--- src/rtl/shift_add_multiplier_pkg.sv ---
// Shared widths and FSM encodings for the shift-add multiplier (divider reconstruct unit).
package shift_add_multiplier_pkg;
    localparam int DEF_MCAND_W = 7;
    localparam int DEF_MPLR_W  = 8;

    localparam logic [1:0] S_IDLE = 2'b00;
    localparam logic [1:0] S_RUN  = 2'b01;
    localparam logic [1:0] S_DONE = 2'b10;
endpackage

--- src/rtl/shift_add_multiplier_addsub.sv ---
// 1-bit add/subtract cell; as=1 inverts b so a chain with cin=1 subtracts.
module shift_add_multiplier_addsub (
    input  logic a,
    input  logic b,
    input  logic as,
    input  logic cin,
    output logic s,
    output logic cout
);
    logic bx;

    assign bx   = b ^ as;
    assign s    = a ^ bx ^ cin;
    assign cout = (a & bx) | (a & cin) | (bx & cin);
endmodule

--- src/rtl/shift_add_multiplier.sv ---
// Sequential shift-add multiplier: product = multiplicand*multiplier + addend, one bit per clock.
module shift_add_multiplier
    import shift_add_multiplier_pkg::*;
#(
    parameter int MCAND_W = DEF_MCAND_W,
    parameter int MPLR_W  = DEF_MPLR_W
) (
    input  logic                       clk,
    input  logic                       reset,
    input  logic                       start,
    input  logic [MCAND_W-1:0]         multiplicand,
    input  logic [MPLR_W-1:0]          multiplier,
    input  logic [MCAND_W-1:0]         addend,
    output logic [MCAND_W+MPLR_W-1:0]  product,
    output logic                       busy,
    output logic                       done
);
    localparam int PROD_W = MCAND_W + MPLR_W;
    localparam int CNT_W  = (MPLR_W > 1) ? $clog2(MPLR_W) : 1;

    logic [1:0]         state;
    logic [MCAND_W-1:0] m_q;
    logic [MCAND_W-1:0] a_q;
    logic [MPLR_W-1:0]  q_q;
    logic [CNT_W-1:0]   cnt;
    logic [MCAND_W-1:0] sum;
    logic [MCAND_W:0]   carry;
    logic [PROD_W-1:0]  nxt_aq;

    // Ripple chain of addsub cells; B is gated by the current multiplier lsb.
    assign carry[0] = 1'b0;
    for (genvar i = 0; i < MCAND_W; i++) begin : g_cell
        shift_add_multiplier_addsub u_cell (
            .a    (a_q[i]),
            .b    (m_q[i] & q_q[0]),
            .as   (1'b0),
            .cin  (carry[i]),
            .s    (sum[i]),
            .cout (carry[i+1])
        );
    end

    assign nxt_aq = {carry[MCAND_W], sum, q_q[MPLR_W-1:1]};

    always_ff @(posedge clk or negedge reset) begin
        if (!reset) begin
            state   <= S_IDLE;
            m_q     <= '0;
            a_q     <= '0;
            q_q     <= '0;
            cnt     <= '0;
            product <= '0;
        end else begin
            case (state)
                S_IDLE: begin
                    if (start) begin
                        m_q   <= multiplicand;
                        a_q   <= addend;
                        q_q   <= multiplier;
                        cnt   <= '0;
                        state <= S_RUN;
                    end
                end
                S_RUN: begin
                    {a_q, q_q} <= nxt_aq;
                    cnt        <= cnt + 1'b1;
                    if (cnt == CNT_W'(MPLR_W - 1)) begin
                        product <= nxt_aq;
                        state   <= S_DONE;
                    end
                end
                S_DONE:  state <= S_IDLE;
                default: state <= S_IDLE;
            endcase
        end
    end

    assign busy = (state == S_RUN);
    assign done = (state == S_DONE);
endmodule

--- config.mk ---
export PLATFORM = sky130hd
export DESIGN_NAME = shift_add_multiplier
export DESIGN_NICKNAME = d
export VERILOG_FILES = /design/src/rtl/shift_add_multiplier_pkg.sv /design/src/rtl/shift_add_multiplier_addsub.sv /design/src/rtl/shift_add_multiplier.sv
export SDC_FILE = /design/constraint.sdc
export NUM_CORES = 1
export LEC_CHECK = 0
export CELL_PAD_IN_SITES_DETAIL_PLACEMENT = 0
export CELL_PAD_IN_SITES_GLOBAL_PLACEMENT = 1
export CORE_ASPECT_RATIO = 1.4
export CORE_UTILIZATION = 44
export DETAILED_ROUTE_END_ITERATION = 6
export GPL_TIMING_DRIVEN = 0
export PLACE_DENSITY = 0.92
export SYNTH_ARGS = -nofsm -noshare
export SYNTH_HDL_FRONTEND = slang
export SYNTH_SLANG_ARGS = --single-unit
export TNS_END_PERCENT = 10
--- constraint.sdc ---
create_clock -name clk -period 6.63 [get_ports clk]
set_input_delay 1.326 -clock clk [delete_from_list [all_inputs] [get_ports clk]]
set_output_delay 1.326 -clock clk [all_outputs]
set_load 0.005 [all_outputs]
# == After elaboration in Yosys (flattened, before gate mapping) ==
# Cells that the tools add are included.
# op_classes
n_addsub,1
eq_ne,5
mux,9
n_bitwise,51
reduce_logical,6
# op_table
operator,n
$and A1 B1 Y1,26
$pmux W8 S2,1
$pmux W7 S2,1
$xor A1 B1 Y1,13
$or A1 B1 Y1,12
$mux W8,1
$reduce_and A2 Y1,4
$mux W7,1
$pmux W3 S2,1
$mux W2,2
$pmux W2 S2,1
$add A3 B1 Y3 const B,1
$eq A3 B3 Y1 const B,1
$mux W3,1
$eq A2 B1 Y1 const B,1
$eq A2 B2 Y1 const B,1
$logic_not A2 Y1,1
$ne A2 B1 Y1 const B,1
$ne A2 B2 Y1 const B,1
$reduce_bool A2 Y1,1
# word_totals
register_bits,42
in_bits,25
out_inout_bits,17
wordCells,78

# == Depth between registers and ports, before layout ==
# Gate-level depths: netlist (run 1).
# logic_depth
ltp_word,21
mapped_depth,13
depth_no_buf,13

# == Cells and area by module ==
# Synthesis (run 1) repeated with hierarchy kept, for this count alone.
# unflattened
hier_cells,191
hier_area_um2,2158.3
# by_module_without_submodules
mod,n_inst,cells_per_inst,area_each_um2,seq_area_each_um2
shift_add_multiplier,1,149,1851.8,1051.0
shift_add_multiplier_addsub,7,6,43.8,0.0

# == Least setup slack after synthesis (run 1) ==
# Ideal clock, no wire load.
# synth_timing
path_type,reg-to-reg
from,reg q_q[0]
to,reg a_q[5]
setup_time_ns,0.065
arrival_time_ns,3.125
required_time_ns,6.565
path_slack_ns,3.440
stages_incl_launch_ff,14
n_path_buf,0
synth_period_minus_slack_ns,3.190
path_cell_list,dfrtp_1 -> and2_1 -> ha_1 -> fa_1 -> inv_1 -> fa_1 -> inv_1 -> fa_1 -> fa_1 -> fa_1 -> inv_1 -> fa_1 -> nand3b_1 -> o211a_1
# synth_between
elab_chain_len,19
elab_cells_between_ends,36
classes_between,mux: 1; bitwise: 35
# synth_lines
item,line,rtl
"start, declared",shift_add_multiplier.sv:24,logic [MPLR_W-1:0] q_q;
"start signal, assigned",shift_add_multiplier.sv:59,q_q <= multiplier;
"start signal, assigned",shift_add_multiplier.sv:65,"{a_q, q_q} <= nxt_aq;"
$and A1 B1 Y1,shift_add_multiplier.sv:35,".b (m_q[i] & q_q[0]),"
$and A1 B1 Y1 (2 in series),shift_add_multiplier_addsub.sv:14,assign cout = (a & bx) | (a & cin) | (bx & cin);
$or A1 B1 Y1 (2 in series),shift_add_multiplier_addsub.sv:14,
$and A1 B1 Y1,shift_add_multiplier_addsub.sv:14,
$or A1 B1 Y1 (2 in series),shift_add_multiplier_addsub.sv:14,
$and A1 B1 Y1,shift_add_multiplier_addsub.sv:14,
$or A1 B1 Y1 (2 in series),shift_add_multiplier_addsub.sv:14,
$and A1 B1 Y1,shift_add_multiplier_addsub.sv:14,
$or A1 B1 Y1 (2 in series),shift_add_multiplier_addsub.sv:14,
$and A1 B1 Y1,shift_add_multiplier_addsub.sv:14,
$or A1 B1 Y1 (2 in series),shift_add_multiplier_addsub.sv:14,
$xor A1 B1 Y1 *,shift_add_multiplier_addsub.sv:13,assign s = a ^ bx ^ cin;
$pmux W7 S2 *,shift_add_multiplier.sv:54,case (state)
"end signal, assigned",shift_add_multiplier.sv:58,a_q <= addend;
"end signal, assigned",shift_add_multiplier.sv:65,
"end, declared",shift_add_multiplier.sv:23,logic [MCAND_W-1:0] a_q;
# Every way passes the cells marked *; elsewhere a longest branch is shown, timed or not.
# A chain may end at the register's enable or synchronous reset.

# == Worst setup path after layout (run 1) ==
# Ends and elaborated chain as after synthesis.

==> out/summary.md, run 1 <==
### Synthesis
• synthesized instance count: 155
• synthesized netlist net count: 189
• Warnings, synthesis: 0
• number of synthesized flops with an enable pin: 0
• most used standard cells in the synthesized netlist: 42 x sky130_fd_sc_hd__dfrtp_1, 17 x sky130_fd_sc_hd__inv_1, 13 x sky130_fd_sc_hd__mux2_2
• post-synthesis register bit count: 42
• share of the synthesized area in the top cell type: 50.3%
• cell type with the highest aggregate area in the netlist: sky130_fd_sc_hd__dfrtp_1
• most common cell in the netlist: sky130_fd_sc_hd__dfrtp_1
• total standard cell area after synthesis: 2090 sq um
• most frequently used flop master after synthesis: sky130_fd_sc_hd__dfrtp_1
• mean instance size in the synthesized netlist: 13.5 sq um
• post-synthesis sequential area ratio: 50.3%
• Async SR Flop Fraction: 100%
• most area-consuming cells after synthesis: sky130_fd_sc_hd__dfrtp_1 50%, sky130_fd_sc_hd__mux2_2 7.0%, sky130_fd_sc_hd__fa_1 5.8%
• distinct cell type count of the synthesized netlist: 31

### Timing
• final number of max-transition violations: 0
• unrepaired setup endpoints after global routing: false
• final worst path period share: 52.7%
• final setup violation count: 0
• number of hold-slack violations in the final timing report: 0
• final sum of negative setup slack: 0 ns
• Worst Skew: 0.00609 ns
• Max Clk Rate: 286 MHz
• worst max-slew margin expressed relative to the limit: 70.2%
• measured slew at the worst slew-check pin: 0.447 ns
• min Tclk post-route: 3.49 ns

### Critical path
• Critical Path Start Type: flip-flop
• critical path start-end classification: reg2reg
• WP data required: 6.86 ns
• arrival time at the worst endpoint: 3.72 ns
• worst-path maximum fanout: 8
• delay of the slowest cell on the worst path: 0.50 ns
• Crit path top cell by count: sky130_fd_sc_hd__fa_1
• CP Cell Sequence: and2_1 > ha_1 > fa_1 > inv_1 > fa_1 > inv_1 > fa_1 > fa_1 > fa_1 > inv_1 > fa_1 > nand3b_1 > o211a_1
• CP endpoint kind: flip-flop
• highest-delay cell along the critical path: sky130_fd_sc_hd__dfrtp_1

### Die
• initial standard-cell utilization of the core: 46.0%
• Ports: 42
• CORE AREA: 4540 sq um
• Chip Height: 83.5 um
• die width: 60.2 um
• Cell Rows: 29
• total die area: 5030 sq um

### Clocking
• count of instances resized after the clock tree is built: 0
• CTS Root Cell: sky130_fd_sc_hd__clkbuf_8
• quantity of hold-fixing buffers added after cts: 0
• count of H-tree levels built during CTS: 2
• clock-pin slew on the worst setup and hold paths: 0.08 ns
• number of buffers added by the clock tree synthesis step: 5
• number of clock sinks: 42
• TritonCTS clock tree: yes
• clk buf depth: 2
• worst skew pair latency: 0.29 ns
• Post-CTS Setup Inserts: 0

### Detailed routing
• number of vias after detailed routing: 1,402
• wire length per cell after detailed routing: 16.1 um
• violation count after the first detailed-route iteration: 46
• post-route DRC violation count: 0
• ratio of routed vias to standard cells: 5.25
• ANT nets after route: 0
• total routed wirelength: 4310 um
• number of iterations in the first detailed-routing pass: 4

### Final layout
• nets: 238
• cell area after layout: 2680 sq um
• synth-to-layout area growth: 28.5%
• antenna diode instance count: 0
• share of layout cells above drive strength 1: 21.0%

### Power and ir drop
• peak supply drop: 0.208 mV
• P per Cell Area: 471 nW/um^2
• leakage power total: 1.19 nW

### Placed design
• Detail Placement HPWL: 3280 um
• gpl congestion: 0.782
• I/O Buffers: 41
• Post-Place Cell Area: 2590 sq um

### GRT
• total overflow reported by the global router: 0
• GRT Resource Usage Total: 19.4%
• global-route wire length before repair: 7130 um
• number of global-route vias before repair: 1,513
• largest net degree at the start of global routing: 29
• antenna violations before repair: 0

### Flow run
• max-cap viol count: 0

### Worst hold path
• type of the most critical hold path: reg2reg

### Outcome
• run status: completed

## worst max-delay path: cells and delay by family, from the launching register on
kind,cells,cell delay (ns)
buf+inv,3,0.21
fa+ha+maj,7,2.28
simple gates,2,0.31
compound gates,1,0.14
flops,1,0.50
## registers in the layout (all words and copies together), names as in the netlist
signal   cells
product     15
q_q          8
a_q          7
m_q          7
cnt          3
state        2
## kinds of logic (layout without fill, tap and decap cells)
group           after synthesis  count (layout)  synth area share, %
simple gates                 35              35                 14.4
mux                          23              23                 13.2
flops                        42              42                 50.3
compound gates               20              20                 8.51
buf+inv                      26              76                 5.99
fa+ha+maj                     9               9                 7.55
## per-stage QoR
| step | util, % | total power, mW | std cells | worst slack [ns] | hold slack, ns |
|---|---|---|---|---|---|
| final | 59.1 | 1.26 | 267 | 3.14 | 0.503 |
| after global routing | 59.1 | 1.38 | 267 | 2.94 | 0.514 |
| after CTS | 59.1 | 1.28 | 267 | 3.11 | 0.508 |
| after detailed placement | 57.1 | 1.11 | 259 | 3.14 | 0.490 |
| after global placement | 56.8 | 1.08 | 258 | 3.15 | 0.476 |
| after floorplan | - | 0.878 | 155 | 3.44 | 0.457 |
## routing by layer
metal,wire length [um],vias to the layer above,global-route usage [%],share of wire (%)
li1,-,651,-,-
met5,0,-,0,0
met4,33,0,5.07,0.77
met2,2320,33,32.9,54
met3,146,4,4.96,3.4
met1,1810,714,23.6,42
## path summary, 6_finish.rpt
check / start / to / slack [ns] / cells after the start
min in group asynchronous: reset / product[7] / 0.93 / 1
min reg2reg: m_q[4] / m_q[4] / 0.50 / 1
max in group asynchronous: reset / product[11] / 5.24 / 2
max reg2reg: q_q[0] / a_q[5] / 3.14 / 13
max: q_q[0] / a_q[5] / 3.14 / 13
min: m_q[4] / m_q[4] / 0.50 / 1
## report_power, final
group / internal [mW] / switching, mW
logic: 0.366 / 0.266
registers: 0.386 / 0.0772
clock network: 0.0840 / 0.0839
total: 0.836 / 0.427
## layout make-up
type                            instances  area (sq um)
Clock inverter                          1          5.00
Timing Repair Buffer                   42           425
Buffer                                  9          61.3
Sequential cell                        42          1050
Fill cell                             391          1850
Tap cell                               62          77.6
Multi-Input combinational cell         87           912
Inverter                               17          63.8
Clock buffer                            7          86.3
## cells in the final DEF, fill, tap and decap left out, types with 2 or more instances in the layout
| cell | instances |
|---|---|
| sky130_fd_sc_hd__a211oi_1 | 6 |
| sky130_fd_sc_hd__a221oi_1 | 3 |
| sky130_fd_sc_hd__a22o_1 | 2 |
| sky130_fd_sc_hd__and2_1 | 5 |
| sky130_fd_sc_hd__buf_2 | 2 |
| sky130_fd_sc_hd__buf_4 | 3 |
| sky130_fd_sc_hd__buf_6 | 2 |
| sky130_fd_sc_hd__clkbuf_1 | 4 |
| sky130_fd_sc_hd__clkbuf_8 | 6 |
| sky130_fd_sc_hd__clkdlybuf4s50_1 | 40 |
| sky130_fd_sc_hd__dfrtp_1 | 42 |
| sky130_fd_sc_hd__fa_1 | 6 |
| sky130_fd_sc_hd__ha_1 | 3 |
| sky130_fd_sc_hd__inv_1 | 17 |
| sky130_fd_sc_hd__mux2_2 | 13 |
| sky130_fd_sc_hd__mux2_4 | 6 |
| sky130_fd_sc_hd__mux2i_1 | 4 |
| sky130_fd_sc_hd__nand2_1 | 2 |
| sky130_fd_sc_hd__nand2b_1 | 2 |
| sky130_fd_sc_hd__nor3b_1 | 5 |
| sky130_fd_sc_hd__nor4b_1 | 9 |
| sky130_fd_sc_hd__o221a_2 | 5 |
| sky130_fd_sc_hd__or4b_1 | 6 |
Note: power is estimated with default switching activity, not from simulation.
==> run 2, diff against run 1 <==
- CORE_UTILIZATION: 44 -> 41
- PLACE_DENSITY: 0.92 -> 0.87
- clock period: 6.63 -> 3.6 ns (I/O delays scaled with it)
==> out/summary.md, run 2 (same netlist as run 1, synthesis figures left out) <==
### Outcome
• run status: completed

### Timing
• min Tclk post-route: 3.38 ns
• final sum of negative setup slack: 0 ns
• final number of max-transition violations: 0
• Max Clk Rate: 296 MHz
• worst max-slew margin expressed relative to the limit: 68.8%
• final worst path period share: 93.8%
• Worst Skew: 0.00795 ns
• number of hold-slack violations in the final timing report: 0
• measured slew at the worst slew-check pin: 0.467 ns
• unrepaired setup endpoints after global routing: false
• final setup violation count: 0

### Critical path
• slack of the worst reg-to-reg path: 0.22 ns
• Crit path top cell by count: sky130_fd_sc_hd__fa_1
• arrival time at the worst endpoint: 3.62 ns
• worst-path maximum fanout: 3
• critical path start-end classification: reg2reg
• delay of the slowest cell on the worst path: 0.43 ns
• launch point of the worst reg-to-reg path: q_q[0]
• CP endpoint kind: flip-flop
• CP Cell Sequence: and2_1 > ha_1 > fa_1 > inv_1 > fa_1 > inv_1 > fa_1 > fa_1 > fa_1 > inv_1 > fa_1 > nand3b_1 > o211a_1
• combined buffer and inverter count along the critical path: 3
• count of cells along the worst register-to-register path: 13
• Critical Path Start Type: flip-flop
• WP data required: 3.84 ns
• crit-path leading delay family: adder cells
• terminus of the critical flop-to-flop path: a_q[5]
• highest-delay cell along the critical path: sky130_fd_sc_hd__fa_1

### GRT
• total overflow reported by the global router: 0
• GRT Resource Usage Total: 17.4%
• largest net degree at the start of global routing: 28
• global-route wire length before repair: 7000 um
• antenna violations before repair: 0
• number of global-route vias before repair: 1,414

### Power and ir drop
• P per Cell Area: 887 nW/um^2
• peak supply drop: 0.492 mV
• leakage power total: 1.20 nW
• Tot Pwr: 2.41 mW

### Detailed routing
• post-route DRC violation count: 0
• violation count after the first detailed-route iteration: 37
• number of vias after detailed routing: 1,417
• ratio of routed vias to standard cells: 5.23
• total routed wirelength: 4250 um
• wire length per cell after detailed routing: 15.7 um
• ANT nets after route: 0
• number of iterations in the first detailed-routing pass: 4

### Final layout
• post-route insts no fill: 271
• registers with the most flip-flops: product: 15 flops, q_q: 8 flops
• max FFs per register: 15
• nets: 240
• most frequent standard cell in the layout excluding fill and tap cells: sky130_fd_sc_hd__dfrtp_1
• share of layout cells above drive strength 1: 21.7%
• Top reg by flops: product
• Final Core Density: 55.7%
• commonest cells after routing, fill and taps aside: 41 x sky130_fd_sc_hd__dfrtp_1, 40 x sky130_fd_sc_hd__clkdlybuf4s50_1, 17 x sky130_fd_sc_hd__inv_1, 13 x sky130_fd_sc_hd__mux2_2, 9 x sky130_fd_sc_hd__nor4b_1
• synth-to-layout area growth: 30.1%
• antenna diode instance count: 0

### Flow run
• max-cap viol count: 0

### Die
• total die area: 5390 sq um
• initial standard-cell utilization of the core: 42.8%
• die width: 62.3 um
• Ports: 42
• CORE AREA: 4880 sq um
• Chip Height: 86.4 um
• Cell Rows: 30

### Placed design
• I/O Buffers: 41
• number of placed instances with taps included: 261
• Detail Placement HPWL: 3150 um
• gpl congestion: 0.770

### Clocking
• clock-pin slew on the worst setup and hold paths: 0.08 ns
• TritonCTS clock tree: yes
• worst skew pair latency: 0.30 ns
• number of buffers added by the clock tree synthesis step: 5
• count of H-tree levels built during CTS: 2
• clk buf depth: 2
• number of clock sinks: 42
• CTS Root Cell: sky130_fd_sc_hd__clkbuf_8

### Worst hold path
• type of the most critical hold path: in2async

run 2: cell count changes in the layout (fill, tap and decap cells not counted):
cell	change
sky130_fd_sc_hd__buf_4	+2
sky130_fd_sc_hd__bufinv_16	+1
sky130_fd_sc_hd__clkbuf_1	+1
sky130_fd_sc_hd__clkbuf_8	-1
sky130_fd_sc_hd__clkinv_2	-1
sky130_fd_sc_hd__dfrtp_1	-1
sky130_fd_sc_hd__dfrtp_2	+1
run 2: how the worst max path moves through the flow:
stage | startpoint | slack (ns) | cells after the start | to
global placement | q_q[0] | 0.17 | 13 | a_q[5]
detailed placement | q_q[0] | 0.12 | 13 | a_q[5]
global route | m_q[0] | 0.08 | 13 | a_q[5]
CTS | q_q[0] | 0.09 | 13 | a_q[5]
floorplan | q_q[0] | 0.41 | 13 | a_q[5]
finish | q_q[0] | 0.22 | 13 | a_q[5]
run 2: timing repair:
item,4_1_cts,5_1_grt
hold endpoints to repair,0,0
hold buffers,0,0
gates resized for setup,0,1
setup endpoints to repair,0,1
setup buffers,0,2
run 2: worst register-to-register path, stage by stage (launching register included):
cell and delay (ns):
sky130_fd_sc_hd__dfrtp_2 0.42, sky130_fd_sc_hd__and2_1 0.14, sky130_fd_sc_hd__ha_1 0.19, sky130_fd_sc_hd__fa_1 0.35, sky130_fd_sc_hd__inv_1 0.07, sky130_fd_sc_hd__fa_1 0.15, sky130_fd_sc_hd__inv_1 0.05, sky130_fd_sc_hd__fa_1 0.39
sky130_fd_sc_hd__fa_1 0.41, sky130_fd_sc_hd__fa_1 0.40, sky130_fd_sc_hd__inv_1 0.08, sky130_fd_sc_hd__fa_1 0.43, sky130_fd_sc_hd__nand3b_1 0.10, sky130_fd_sc_hd__o211a_1 0.14
run 2: power by group:
| part | internal [mW] | switching [mW] |
|---|---|---|
| sequential | 0.713 | 0.136 |
| combinational | 0.693 | 0.503 |
| clock | 0.208 | 0.158 |
run 2: metal layers:
metal / vias up / GRT usage [%] / wire length [um]
met5: - / 0 / 0
met4: 0 / 7.61 / 80
met3: 6 / 3.82 / 142
met2: 30 / 29.5 / 2220
met1: 722 / 21.5 / 1810
li1: 659 / - / -
run 2: cell type report:
| type | instances | area (sq um) |
|---|---|---|
| timing repair buffer | 44 | 440 |
| buffer | 9 | 61.3 |
| clock inverter | 1 | 30.0 |
| inverter | 17 | 63.8 |
| fill | 434 | 2160 |
| clock buffer | 7 | 76.3 |
| tap | 64 | 80.1 |
| multi-input combinational | 87 | 912 |
| sequential | 42 | 1050 |
run 2: through the flow:
stage / hold WS (ns) / area [sq um] / setup slack, ns
3_3_place_gp: 0.478 / 2580 / 0.170
5_1_grt: 0.353 / 2720 / 0.0825
2_1_floorplan: 0.424 / 2090 / 0.410
3_5_place_dp: 0.488 / 2590 / 0.116
6_report: 0.331 / 2720 / 0.223
4_1_cts: 0.335 / 2700 / 0.0864
